$ cat config.mk
export PLATFORM = sky130hd
export DESIGN_NAME = s444_responder
export DESIGN_NICKNAME = d
export VERILOG_FILES = /design/src/rtl/s444_responder.sv
export SDC_FILE = /design/constraint.sdc
export NUM_CORES = 1
export LEC_CHECK = 0
export CORE_MARGIN = 3
export CORE_UTILIZATION = 42
export DETAILED_ROUTE_END_ITERATION = 7
export PLACE_DENSITY = 0.81
export SYNTH_ARGS = -nofsm -noshare
export SYNTH_HDL_FRONTEND = slang
export SYNTH_SLANG_ARGS = --single-unit
export TNS_END_PERCENT = 20
$ cat constraint.sdc
create_clock -name CK -period 1.6 [get_ports CK]
set_input_delay 0.4 -clock CK [delete_from_list [all_inputs] [get_ports CK]]
set_output_delay 0.4 -clock CK [all_outputs]
set_load 0.01 [all_outputs]
$ cat src/rtl/s444_responder.sv
// s444_responder
//   Environment-side partner of the s444 controller. It samples the six s444
//   outputs, decodes a phase code, measures pattern dwell time and drives
//   G0/G1/G2 through a request/acknowledge FSM. Any change of the sampled
//   pattern acknowledges an outstanding request. Stalls set a sticky ERR.
//
// Ports
//   CK                      clock, rising edge
//   RST                     synchronous active-high reset
//   G107..G168              s444 outputs, O = {G168,G167,G119,G118,G108,G107}
//   G0 / G1 / G2            run enable / post-ack hold strobe / request
//   PHASE[2:0]              registered lowest-set-bit index of O (1..6, 0 if none)
//   DWELL[CNT_W-1:0]        cycles since last change of O, saturating
//   CHG                     one-cycle pulse on a change of O
//   ERR                     sticky stall flag
//   SIG[15:0]               MISR signature of O
//
// Build option
//   S444_RESP_SIG_EN        defined: 16-bit MISR (poly 16'h1021) over O
//                           undefined: SIG tied to zero
module s444_responder #(
  parameter int CNT_W     = 4,
  parameter int DWELL_MAX = 15,
  parameter int REQ_DLY   = 3,
  parameter int HOLD_CYC  = 2
) (
  input  logic             CK,
  input  logic             RST,
  input  logic             G107,
  input  logic             G108,
  input  logic             G118,
  input  logic             G119,
  input  logic             G167,
  input  logic             G168,
  output logic             G0,
  output logic             G1,
  output logic             G2,
  output logic [2:0]       PHASE,
  output logic [CNT_W-1:0] DWELL,
  output logic             CHG,
  output logic             ERR,
  output logic [15:0]      SIG
);

  localparam int HC_W = (HOLD_CYC > 1) ? $clog2(HOLD_CYC) : 1;
  localparam logic [CNT_W-1:0] DMAX    = CNT_W'(DWELL_MAX);
  localparam logic [CNT_W-1:0] REQ_THR = CNT_W'(REQ_DLY);
  localparam logic [HC_W-1:0]  HOLD_LD = HC_W'(HOLD_CYC - 1);

  typedef enum logic [1:0] {
    S_IDLE,
    S_ARM,
    S_REQ,
    S_HOLD
  } state_t;

  logic [5:0]       w_o;
  logic             w_diff;
  logic [2:0]       w_phase;
  logic [5:0]       r_oq;
  logic [CNT_W-1:0] r_dwell;
  logic             r_chg;
  logic [2:0]       r_phase;
  logic             r_err;
  logic             r_g0, r_g1, r_g2;
  logic [HC_W-1:0]  r_hold;
  state_t           r_state;

  state_t           w_state_nxt;
  logic [HC_W-1:0]  w_hold_nxt;
  logic             w_err_set;

  assign w_o    = {G168, G167, G119, G118, G108, G107};
  assign w_diff = (w_o != r_oq);

  // Scan from the top bit down so the lowest set bit writes last and wins.
  always_comb begin
    w_phase = '0;
    for (int unsigned i = 0; i < 6; i++) begin
      if (w_o[5-i]) w_phase = 3'(6 - i);
    end
  end

  // Sampler
  always_ff @(posedge CK) begin
    if (RST) begin
      r_oq    <= '0;
      r_chg   <= 1'b0;
      r_dwell <= '0;
      r_phase <= '0;
    end else begin
      r_oq    <= w_o;
      r_chg   <= w_diff;
      r_phase <= w_phase;
      if (w_diff)
        r_dwell <= '0;
      else if (r_dwell != DMAX)
        r_dwell <= r_dwell + 1'b1;
    end
  end

  // FSM next-state; CHG is tested before saturation so an acknowledge
  // always beats a stall report.
  always_comb begin
    w_state_nxt = r_state;
    w_hold_nxt  = r_hold;
    w_err_set   = 1'b0;
    case (r_state)
      S_IDLE: w_state_nxt = S_ARM;
      S_ARM:  if (r_dwell >= REQ_THR) w_state_nxt = S_REQ;
      S_REQ: begin
        if (r_chg) begin
          w_state_nxt = S_HOLD;
          w_hold_nxt  = HOLD_LD;
        end else if (r_dwell == DMAX) begin
          w_err_set   = 1'b1;
          w_state_nxt = S_ARM;
        end
      end
      S_HOLD: begin
        if (r_hold == '0) w_state_nxt = S_ARM;
        else              w_hold_nxt  = r_hold - 1'b1;
      end
      default: w_state_nxt = S_IDLE;
    endcase
  end

  // State register; G0..G2 are registered from the next state so they
  // change on the same edge as the state itself.
  always_ff @(posedge CK) begin
    if (RST) begin
      r_state <= S_IDLE;
      r_hold  <= '0;
      r_err   <= 1'b0;
      r_g0    <= 1'b0;
      r_g1    <= 1'b0;
      r_g2    <= 1'b0;
    end else begin
      r_state <= w_state_nxt;
      r_hold  <= w_hold_nxt;
      r_err   <= r_err | w_err_set;
      r_g0    <= (w_state_nxt != S_IDLE);
      r_g1    <= (w_state_nxt == S_HOLD);
      r_g2    <= (w_state_nxt == S_REQ);
    end
  end

`ifdef S444_RESP_SIG_EN
  logic [15:0] r_sig;
  always_ff @(posedge CK) begin
    if (RST)
      r_sig <= '0;
    else
      r_sig <= {r_sig[14:0], 1'b0} ^ (r_sig[15] ? 16'h1021 : 16'h0000)
               ^ {10'b0, w_o};
  end
  assign SIG = r_sig;
`else
  assign SIG = '0;
`endif

  assign G0    = r_g0;
  assign G1    = r_g1;
  assign G2    = r_g2;
  assign PHASE = r_phase;
  assign DWELL = r_dwell;
  assign CHG   = r_chg;
  assign ERR   = r_err;

endmodule

==> reports/metrics.cfg, run 1 <==
[power]
finalPower_uw = 955
peakVddDrop_mv = 0.571
leakage_uw = 0.000612
p_per_area_mw_per_mm2 = 794

[yosys]
synth_edf_count = 0
synthCells = 96
synth_seq_area_share_pct = 44.7
ys.flop_type = dfxtp_1
syn_area_sq_um = 941
synth_warnings = 0
ys_ff_latch = 21
syn_area_per_cell_sq_um = 9.80
synth_cell_types = 33
async_flop_share_pct = 0

[clocking]
cts_setup_buffers = 0
insertion_delay_ns = 0.32
clk_pin_slew_worst_paths_ns = 0.12
cts_sinks = 21
cts_buffer_depth = 2
ctsRootBufferMaster = clkbuf_4
cts_tree = done
holdBufCountCts = 0
cts_buffers = 3
h-tree-depth = 1

[die]
die_height_um = 53.3
start_util_pct = 46.1
fp.dieW_um = 53.3
fp-row-count = 16
core_sq_mm = 0.00204
io_pins = 36
die_area_sq_mm = 0.00284

[drt]
num_vias = 703
drt-total-wl_mm = 1.65
ant_nets = 0
drt-initial-drc-count = 6
via_per_inst = 4.66
dr.pass1.iters = 4
drc_errors = 0
wire_per_inst_um = 10.9

[grt]
grt_pass1_vias = 607
grt_max_degree = 16
antenna_found_initial = 0
grt_use_total_pct = 12.5
overflow = 0
grt_pass1_wl_mm = 2.53

[sta]
finalCriticalPeriod_ns = 1.55
hold_viol_final = 0
clock.fmax_mhz = 644
fin_skew_ns = 0.00873
tns_ns = 0
finalWorstSetupSlack_ns = 0.0464
rsz0062_at_grt = false
finalSetupViolCount = 0
finalCritPeriodShare_pct = 97.1
final_max_slew_viol_count = 0

[worst_setup_path]
slowest_delay_ns = 0.52
slowest_stage = clkdlybuf4s50_1
critPathBufInv = 1
critPathArrivalTime_ns = 1.15
end_kind = primary output
critical_path_peak_fanout = 1
cp-start-kind = register
cp.required_ns = 1.20
path_delay_family = buffers and inverters
critical_path.cell_chain = clkdlybuf4s50_1
criticalPathCategory = reg -> out

[placed_design]
place_area_sq_mm = 0.00115
pre_cts_ws_ns = -0.132
dp_hpwl_mm = 1.27
port_buffers = 19
gp_congestion = 0.770

[finish]
num_antenna_cells = 0
area_growth_syn_to_layout_pct = 27.8
finish.instance_area_sq_mm = 0.00120
drive_above_1_share_pct = 17.7
nets = 134

[flow_run]
cap_viol_max_count = 0

[outcome]
status = finished, final reports clean

[worst_hold_path]
hp-class = reg -> reg

-- registers in the layout (all words and copies together) (netlist names) --
signal,count
CHG,1
DWELL,4
ERR,1
G0,1
G1,1
G2,1
PHASE,3
r_hold,1
r_oq,6
r_state,2
-- per-layer routing --
metal / up-vias / GRT usage, % / share of wire (%)
li1: 355 / - / -
met1: 317 / 13.6 / 40
met2: 26 / 20.6 / 49
met3: 5 / 5.07 / 8.4
met4: 0 / 6.38 / 2.1
met5: - / 0 / 0
-- cell families (layout without fill, tap and decap cells) --
kind of cell | after synthesis | after routing | share of synthesized area [%]
other | 1 | 16 | 0.399
adder cells (fa/ha/maj) | 1 | 1 | 1.33
AND/OR/NAND/NOR | 30 | 30 | 19.9
multiplexers | 1 | 1 | 1.06
flip-flops | 21 | 21 | 44.7
AO/OA/AOI/OAI | 13 | 13 | 10.4
buffers and inverters | 22 | 35 | 15.7
XOR/XNOR | 7 | 7 | 6.52
-- worst paths after layout --
| path | from | end | slack, ns | depth (start not counted) |
|---|---|---|---|---|
| worst max-delay path | G1 | G1 | 0.05 | 1 |
| worst min register to register | ERR | ERR | 0.49 | 2 |
| worst min-delay path | ERR | ERR | 0.49 | 2 |
| worst max register to register | DWELL[0] | G1 | 0.20 | 4 |
-- repair_timing --
item | CTS | global route
pin swaps | 0 | 0
resized for setup | 9 | 7
endpoints found under the setup margin | 5 | 7
-- Yosys cell counts (2+ instances only) --
| master | number | area share [%] |
|---|---|---|
| nor3_1 | 6 | 3.2 |
| nor4_1 | 2 | 1.3 |
| a21oi_1 | 3 | 1.6 |
| nor2b_1 | 5 | 3.3 |
| nor2_1 | 5 | 2.0 |
| a211oi_1 | 2 | 1.6 |
| dfxtp_1 | 21 | 45 |
| buf_4 | 17 | 14 |
| nand3_1 | 2 | 1.1 |
| inv_1 | 3 | 1.2 |
| and3_1 | 2 | 1.3 |
| a31oi_1 | 2 | 1.3 |
| xnor2_1 | 4 | 3.7 |
| xor2_1 | 3 | 2.8 |
-- metrics by stage --
step,hold slack (ns),util [%],instances
floorplan,0.472,-,111
global placement,0.450,56.4,147
detailed placement,0.462,56.4,147
CTS,0.485,58.0,151
global route,0.530,58.9,151
finish,0.486,58.9,151
-- cell type report --
| class | instances | area (sq um) |
|---|---|---|
| inverters | 3 | 11.3 |
| well taps | 27 | 33.8 |
| flip-flops and latches | 21 | 428 |
| clock inverters | 1 | 7.51 |
| clock buffers | 3 | 22.5 |
| repair buffers | 28 | 270 |
| multi-input cells | 68 | 429 |
| fillers | 201 | 840 |
-- report_power, final --
part           internal, uW  total (uW)  switching (uW)
combinational          65.6         131            65.0
sequential              542         554            12.3
clock                  95.6         270             174
-- cell usage in the layout (no fill, tap or decap), drive strengths merged, types with 2 or more instances in the layout --
cell type,netlist,routed
a31oi,2,2
nor2b,6,6
nor2,5,5
clkdlybuf4s50,0,8
a211oi,2,2
inv,3,3
and3,2,2
buf,18,9
xnor2,4,4
nor3,6,6
clkbuf,1,3
dlymetal6s2s,0,7
dfxtp,21,21
conb,1,16
xor2,3,3
o31a,2,2
nand3,2,2
nor4,3,3
a21oi,3,3
dlygate4sd2,0,4
No activity file was read; power rests on OpenSTA's default activity.
==> inputs of run 2 (changes only) <==
--- a/config.mk
+++ b/config.mk
@@ -5,9 +5,11 @@
 export SDC_FILE = /design/constraint.sdc
 export NUM_CORES = 1
 export LEC_CHECK = 0
+export CAP_MARGIN = 40
 export CORE_MARGIN = 3
 export CORE_UTILIZATION = 42
 export DETAILED_ROUTE_END_ITERATION = 7
+export GPL_TIMING_DRIVEN = 0
 export PLACE_DENSITY = 0.81
 export SYNTH_ARGS = -nofsm -noshare
 export SYNTH_HDL_FRONTEND = slang
==> run 2 against run 1 <==
Clock skew shrank 0.0034 ns. Utilization is 2.9 points higher. Sequential share of layout area fell by 1.4 points. Register-to-register slack got worse by 0.04 ns. Worst setup slack improved by 0.0018 ns. Critical path type unchanged. Worst hold slack worse by 0.0072 ns. Cell count rose by 6.6%.
==> reports/metrics.cfg, run 2 (synthesis results as in run 1) <==
[worst_setup_path]
critical_path_peak_fanout = 1  ; unchanged
slowest_delay_ns = 0.52  ; about the same
slowest_stage = clkdlybuf4s50_1
critPathArrivalTime_ns = 1.15  ; about the same
path_delay_family = buffers and inverters
crit_start = G2
critical_path.cell_chain = clkdlybuf4s50_1
end_kind = primary output
cp.required_ns = 1.20  ; about the same
cp-start-kind = register
criticalPathCategory = reg -> out
critPathBufInv = 1  ; unchanged
r2r_start = DWELL[0]

[finish]
top_register = r_oq
area_growth_syn_to_layout_pct = 34.2
final_util_pct = 61.8  ; +2.9 points
largest_register_ffs = 6  ; unchanged
n_fill_cell = 193  ; -4.0%
nets = 144  ; +7.5%
mostFrequentLayoutCell = buf_4
stdcell_count = 161  ; +6.6%
drive_above_1_share_pct = 23.9  ; +6.1 points
mostFrequentLayoutCells = 17 x buf_4, 16 x dfxtp_1, 16 x conb_1
multiInputGateArea_sq_um = 429  ; unchanged
num_antenna_cells = 0  ; unchanged
seq_area_sq_um = 432  ; +0.88%

[power]
finalPower_uw = 962  ; +0.80%
peakVddDrop_mv = 0.657  ; +15%
leakage_uw = 0.000617  ; +0.88%
p_per_area_mw_per_mm2 = 762  ; -4.0%

[drt]
dr.pass1.iters = 4  ; unchanged
ant_nets = 0  ; unchanged
num_vias = 720  ; +2.4%
wire_per_inst_um = 10.5  ; -3.6%
via_per_inst = 4.47  ; -3.9%
drt-initial-drc-count = 8  ; +2
drt-total-wl_mm = 1.70  ; +2.8%
drc_errors = 0  ; unchanged

[sta]
finalCritPeriodShare_pct = 97.0  ; -0.11 points
hold_viol_final = 0  ; unchanged
fin_skew_ns = 0.00533  ; -0.00341 ns
final_max_slew_viol_count = 0  ; unchanged
clock.fmax_mhz = 644  ; +0.11%
finalSetupViolCount = 0  ; unchanged
rsz0062_at_grt = false
tns_ns = 0  ; unchanged
finalWorstSetupSlack_ns = 0.0482  ; +0.00176 ns
finalCriticalPeriod_ns = 1.55  ; -0.00176 ns

[placed_design]
gp_congestion = 0.813  ; +5.7%
pre_cts_ws_ns = -0.228  ; -0.0963 ns
dp_hpwl_mm = 1.33  ; +4.2%
placed_cells = 157  ; +6.8%
port_buffers = 19  ; unchanged

[clocking]
cts_buffer_depth = 2  ; unchanged
holdBufCountCts = 0  ; unchanged
insertion_delay_ns = 0.31  ; about the same
h-tree-depth = 1  ; unchanged
cts_buffers = 3  ; unchanged
ctsRootBufferMaster = clkbuf_4
clk_pin_slew_worst_paths_ns = 0.11  ; about the same
cts_sinks = 21  ; unchanged
cts_tree = done

[die]
die_height_um = 53.3  ; unchanged
io_pins = 36  ; unchanged
start_util_pct = 46.1  ; unchanged
fp-row-count = 16  ; unchanged
core_sq_mm = 0.00204  ; unchanged
fp.dieW_um = 53.3  ; unchanged
die_area_sq_mm = 0.00284  ; unchanged

[grt]
overflow = 0  ; unchanged
antenna_found_initial = 0  ; unchanged
grt_use_total_pct = 12.6  ; +0.12 points
grt_pass1_vias = 684  ; +13%
grt_max_degree = 14  ; -2
grt_pass1_wl_mm = 2.59  ; +2.5%

[worst_hold_path]
hp-class = reg -> reg
hp-start = ERR

[outcome]
status = finished, final reports clean

[flow_run]
cap_viol_max_count = 0  ; unchanged

run 2: through the flow:
stage | hold slack (ns) | instance area [sq um]
6_report | 0.479 | 1260
3_3_place_gp | 0.448 | 1220
2_1_floorplan | 0.472 | 997
4_1_cts | 0.491 | 1250
3_5_place_dp | 0.464 | 1220
5_1_grt | 0.511 | 1260
run 2: cell type report:
cell class | count | area share [%]
sequential | 21 | 34.2
multi-input combinational | 68 | 34.0
timing repair buffer | 19 | 15.1
buffer | 19 | 10.8
tap | 27 | 2.68
clock buffer | 3 | 1.78
inverter | 3 | 0.892
clock inverter | 1 | 0.595
run 2: power breakdown:
part / total (uW) / internal, uW / switching (uW)
clock network: 261 / 95.3 / 166
registers: 551 / 540 / 10.5
logic: 150 / 80.0 / 70.2
run 2: per-layer routing:
layer | global-route usage (%) | up-vias | wire length, um
met5 | 0 | - | 0
met3 | 4.23 | 2 | 133
met4 | 5.11 | 0 | 21
met1 | 11.4 | 319 | 632
met2 | 24.9 | 25 | 910
li1 | - | 374 | -
run 2: timing repair:
action,CTS,global route
buffers inserted,0,0
pin swaps,0,0
gates resized for setup,13,3
setup endpoints to repair,6,3
run 2: path summary, 6_finish.rpt:
check | to | slack, ns | cells past startpoint
min | ERR | 0.48 | 2
min reg2reg | ERR | 0.48 | 2
max reg2reg | G1 | 0.16 | 4
max | G2 | 0.05 | 1
==> inputs of run 3 (changes only) <==
--- a/config.mk
+++ b/config.mk
@@ -7,10 +7,11 @@
 export LEC_CHECK = 0
 export CAP_MARGIN = 40
 export CORE_MARGIN = 3
-export CORE_UTILIZATION = 42
+export CORE_UTILIZATION = 59
 export DETAILED_ROUTE_END_ITERATION = 7
+export DONT_BUFFER_PORTS = 1
 export GPL_TIMING_DRIVEN = 0
-export PLACE_DENSITY = 0.81
+export PLACE_DENSITY = 0.79
 export SYNTH_ARGS = -nofsm -noshare
 export SYNTH_HDL_FRONTEND = slang
 export SYNTH_SLANG_ARGS = --single-unit
==> run 3 against run 2 <==
Worst hold slack lost 0.32 ns. Non-clock buffer count is 19 lower. Clock power fell by 7%. Routed wire length shrank 12%. Critical path depth increased by 4. Clock skew down 0.0040 ns. Cell count decreased by 19%. Register-to-register slack improved by 0.04 ns. Largest cell class is now multi-input combinational cells. Largest power group unchanged.
==> reports/metrics.cfg, run 3 (synthesis results as in run 1) <==
[drt]
drt-initial-drc-count = 7  ; -1
drt-total-wl_mm = 1.49  ; -12%
dr.pass1.iters = 4  ; unchanged
via_per_inst = 5.19  ; +16%
ant_nets = 0  ; unchanged
wire_per_inst_um = 11.4  ; +8.4%
num_vias = 675  ; -6.3%
drc_errors = 0  ; unchanged

[placed_design]
gp_congestion = 0.725  ; -11%
place_area_sq_mm = 0.00102  ; -17%
port_buffers = 0  ; -19
pre_cts_ws_ns = 0.0950  ; +0.323 ns
placed_cells = 126  ; -20%

[sta]
tns_ns = 0  ; unchanged
finalCriticalPeriod_ns = 1.40  ; -0.149 ns
whs_ns = 0.157  ; -0.322 ns
clock.fmax_mhz = 713  ; +11%
finalCritPeriodShare_pct = 87.7  ; -9.3 points
hold_viol_final = 0  ; unchanged
rsz0062_at_grt = false
final_max_slew_viol_count = 0  ; unchanged
fin_skew_ns = 0.00135  ; -0.00398 ns
finalWorstSetupSlack_ns = 0.197  ; +0.149 ns
finalSetupViolCount = 0  ; unchanged

[finish]
nets = 125  ; -13%
mostFrequentLayoutCells = 19 x dfxtp_1, 17 x buf_4, 16 x conb_1
area_growth_syn_to_layout_pct = 11.3
n_fill_cell = 115  ; -40%
mostFrequentLayoutCell = dfxtp_1
finish.instance_area_sq_mm = 0.00105  ; -17%
largest_register_ffs = 6  ; unchanged
drive_above_1_share_pct = 25.2  ; +1.3 points
top_register = r_oq
num_antenna_cells = 0  ; unchanged
stdcell_count = 130  ; -19%

[power]
peakVddDrop_mv = 0.631  ; -4.1%
p_per_area_mw_per_mm2 = 865  ; +14%
leakage_uw = 0.000468  ; -24%

[worst_hold_path]
worstHoldPathCells = 1  ; -1
hp-class = in -> reg

[die]
io_pins = 36  ; unchanged
start_util_pct = 67.3  ; +21 points
die_height_um = 45.9  ; -14%
fp-row-count = 13  ; -3
core_sq_mm = 0.00140  ; -31%
fp.dieW_um = 45.9  ; -14%
die_area_sq_mm = 0.00211  ; -26%

[grt]
overflow = 0  ; unchanged
grt_pass1_vias = 622  ; -9.1%
grt_max_degree = 12  ; -2
grt_use_total_pct = 16.7  ; +4.1 points
antenna_found_initial = 0  ; unchanged
grt_pass1_wl_mm = 2.57  ; -0.81%

[worst_setup_path]
end_kind = register
critical_path_peak_fanout = 6  ; +5
cp-start-kind = register
criticalPathCategory = reg -> reg
critical_path.cell_chain = ha_2, and3_1, buf_2, o22ai_2, nor4_1
cp.required_ns = 1.81  ; +0.61 ns
cp_num_cells = 5  ; +4
rrSetupSlack_ns = 0.20  ; +0.04 ns
slowest_delay_ns = 0.41  ; -0.11 ns
critPathBufInv = 1  ; unchanged
critPathArrivalTime_ns = 1.61  ; +0.46 ns
reg2reg_depth = 5  ; +1
path_delay_family = flip-flops
slowest_stage = dfxtp_2

[clocking]
holdBufCountCts = 0  ; unchanged
cts_tree = done
cts_buffer_depth = 2  ; unchanged
cts_setup_buffers = 0  ; unchanged
ctsResizeCount = 0  ; -13
insertion_delay_ns = 0.29  ; -0.02 ns
clk_pin_slew_worst_paths_ns = 0.10  ; about the same
cts_buffers = 3  ; unchanged
ctsRootBufferMaster = clkbuf_4
cts_sinks = 21  ; unchanged
h-tree-depth = 1  ; unchanged

[flow_run]
cap_viol_max_count = 0  ; unchanged

[outcome]
status = finished, final reports clean

[run 3: changes by cell type in the layout (fill, tap and decap cells not counted), sizes merged]
cell	before	now
dlymetal6s2s	3	0
clkinvlp	1	0
clkbuf	4	5
dlygate4sd2	6	0
clkdlybuf4s50	10	0
[run 3: power by group]
| part | internal [uW] | switching [uW] | total (uW) | leakage (uW) |
|---|---|---|---|---|
| clock network | 97.1 | 146 | 243 | 0.0000150 |
| logic | 55.2 | 49.8 | 105 | 0.000279 |
| registers | 543 | 15.4 | 559 | 0.000174 |
| total | 696 | 211 | 906 | 0.000468 |
[run 3: area by class of cell]
| cell class | count | area, sq um | area share, % |
|---|---|---|---|
| Sequential cell | 21 | 423 | 40.4 |
| Clock buffer | 4 | 26.3 | 2.51 |
| Tap cell | 15 | 18.8 | 1.79 |
| Inverter | 3 | 11.3 | 1.08 |
| Buffer | 19 | 136 | 13.0 |
| Multi-Input combinational cell | 68 | 432 | 41.2 |
[run 3: worst reg2reg max path, delay by kind of cell, from the launching register on]
kind	cells	cell delay (ns)
AOI/OAI and AO/OA	1	0.12
adders and majority gates	1	0.24
buffers and inverters	1	0.16
DFF	1	0.41
and+or+nand+nor	2	0.39
[run 3: path summary, 6_finish.rpt]
| check | startpoint | end |
|---|---|---|
| max | DWELL[0] | G1 |
| min | RST | r_oq[3] |
| max reg2reg | DWELL[0] | G1 |
| min reg2reg | r_hold | r_hold |
[run 3: routing by layer]
metal / part of all wire (%) / global-route usage (%)
met1: 38 / 17.5
met2: 48 / 28.0
met3: 13 / 10.3
met4: 0.88 / 3.98
met5: 0 / 0
[run 3: stage by stage]
stage | utilization (%) | power [uW]
2_1_floorplan | - | 664
3_3_place_gp | 72.6 | 672
3_5_place_dp | 72.6 | 674
4_1_cts | 74.5 | 913
5_1_grt | 74.9 | 960
6_report | 74.9 | 906
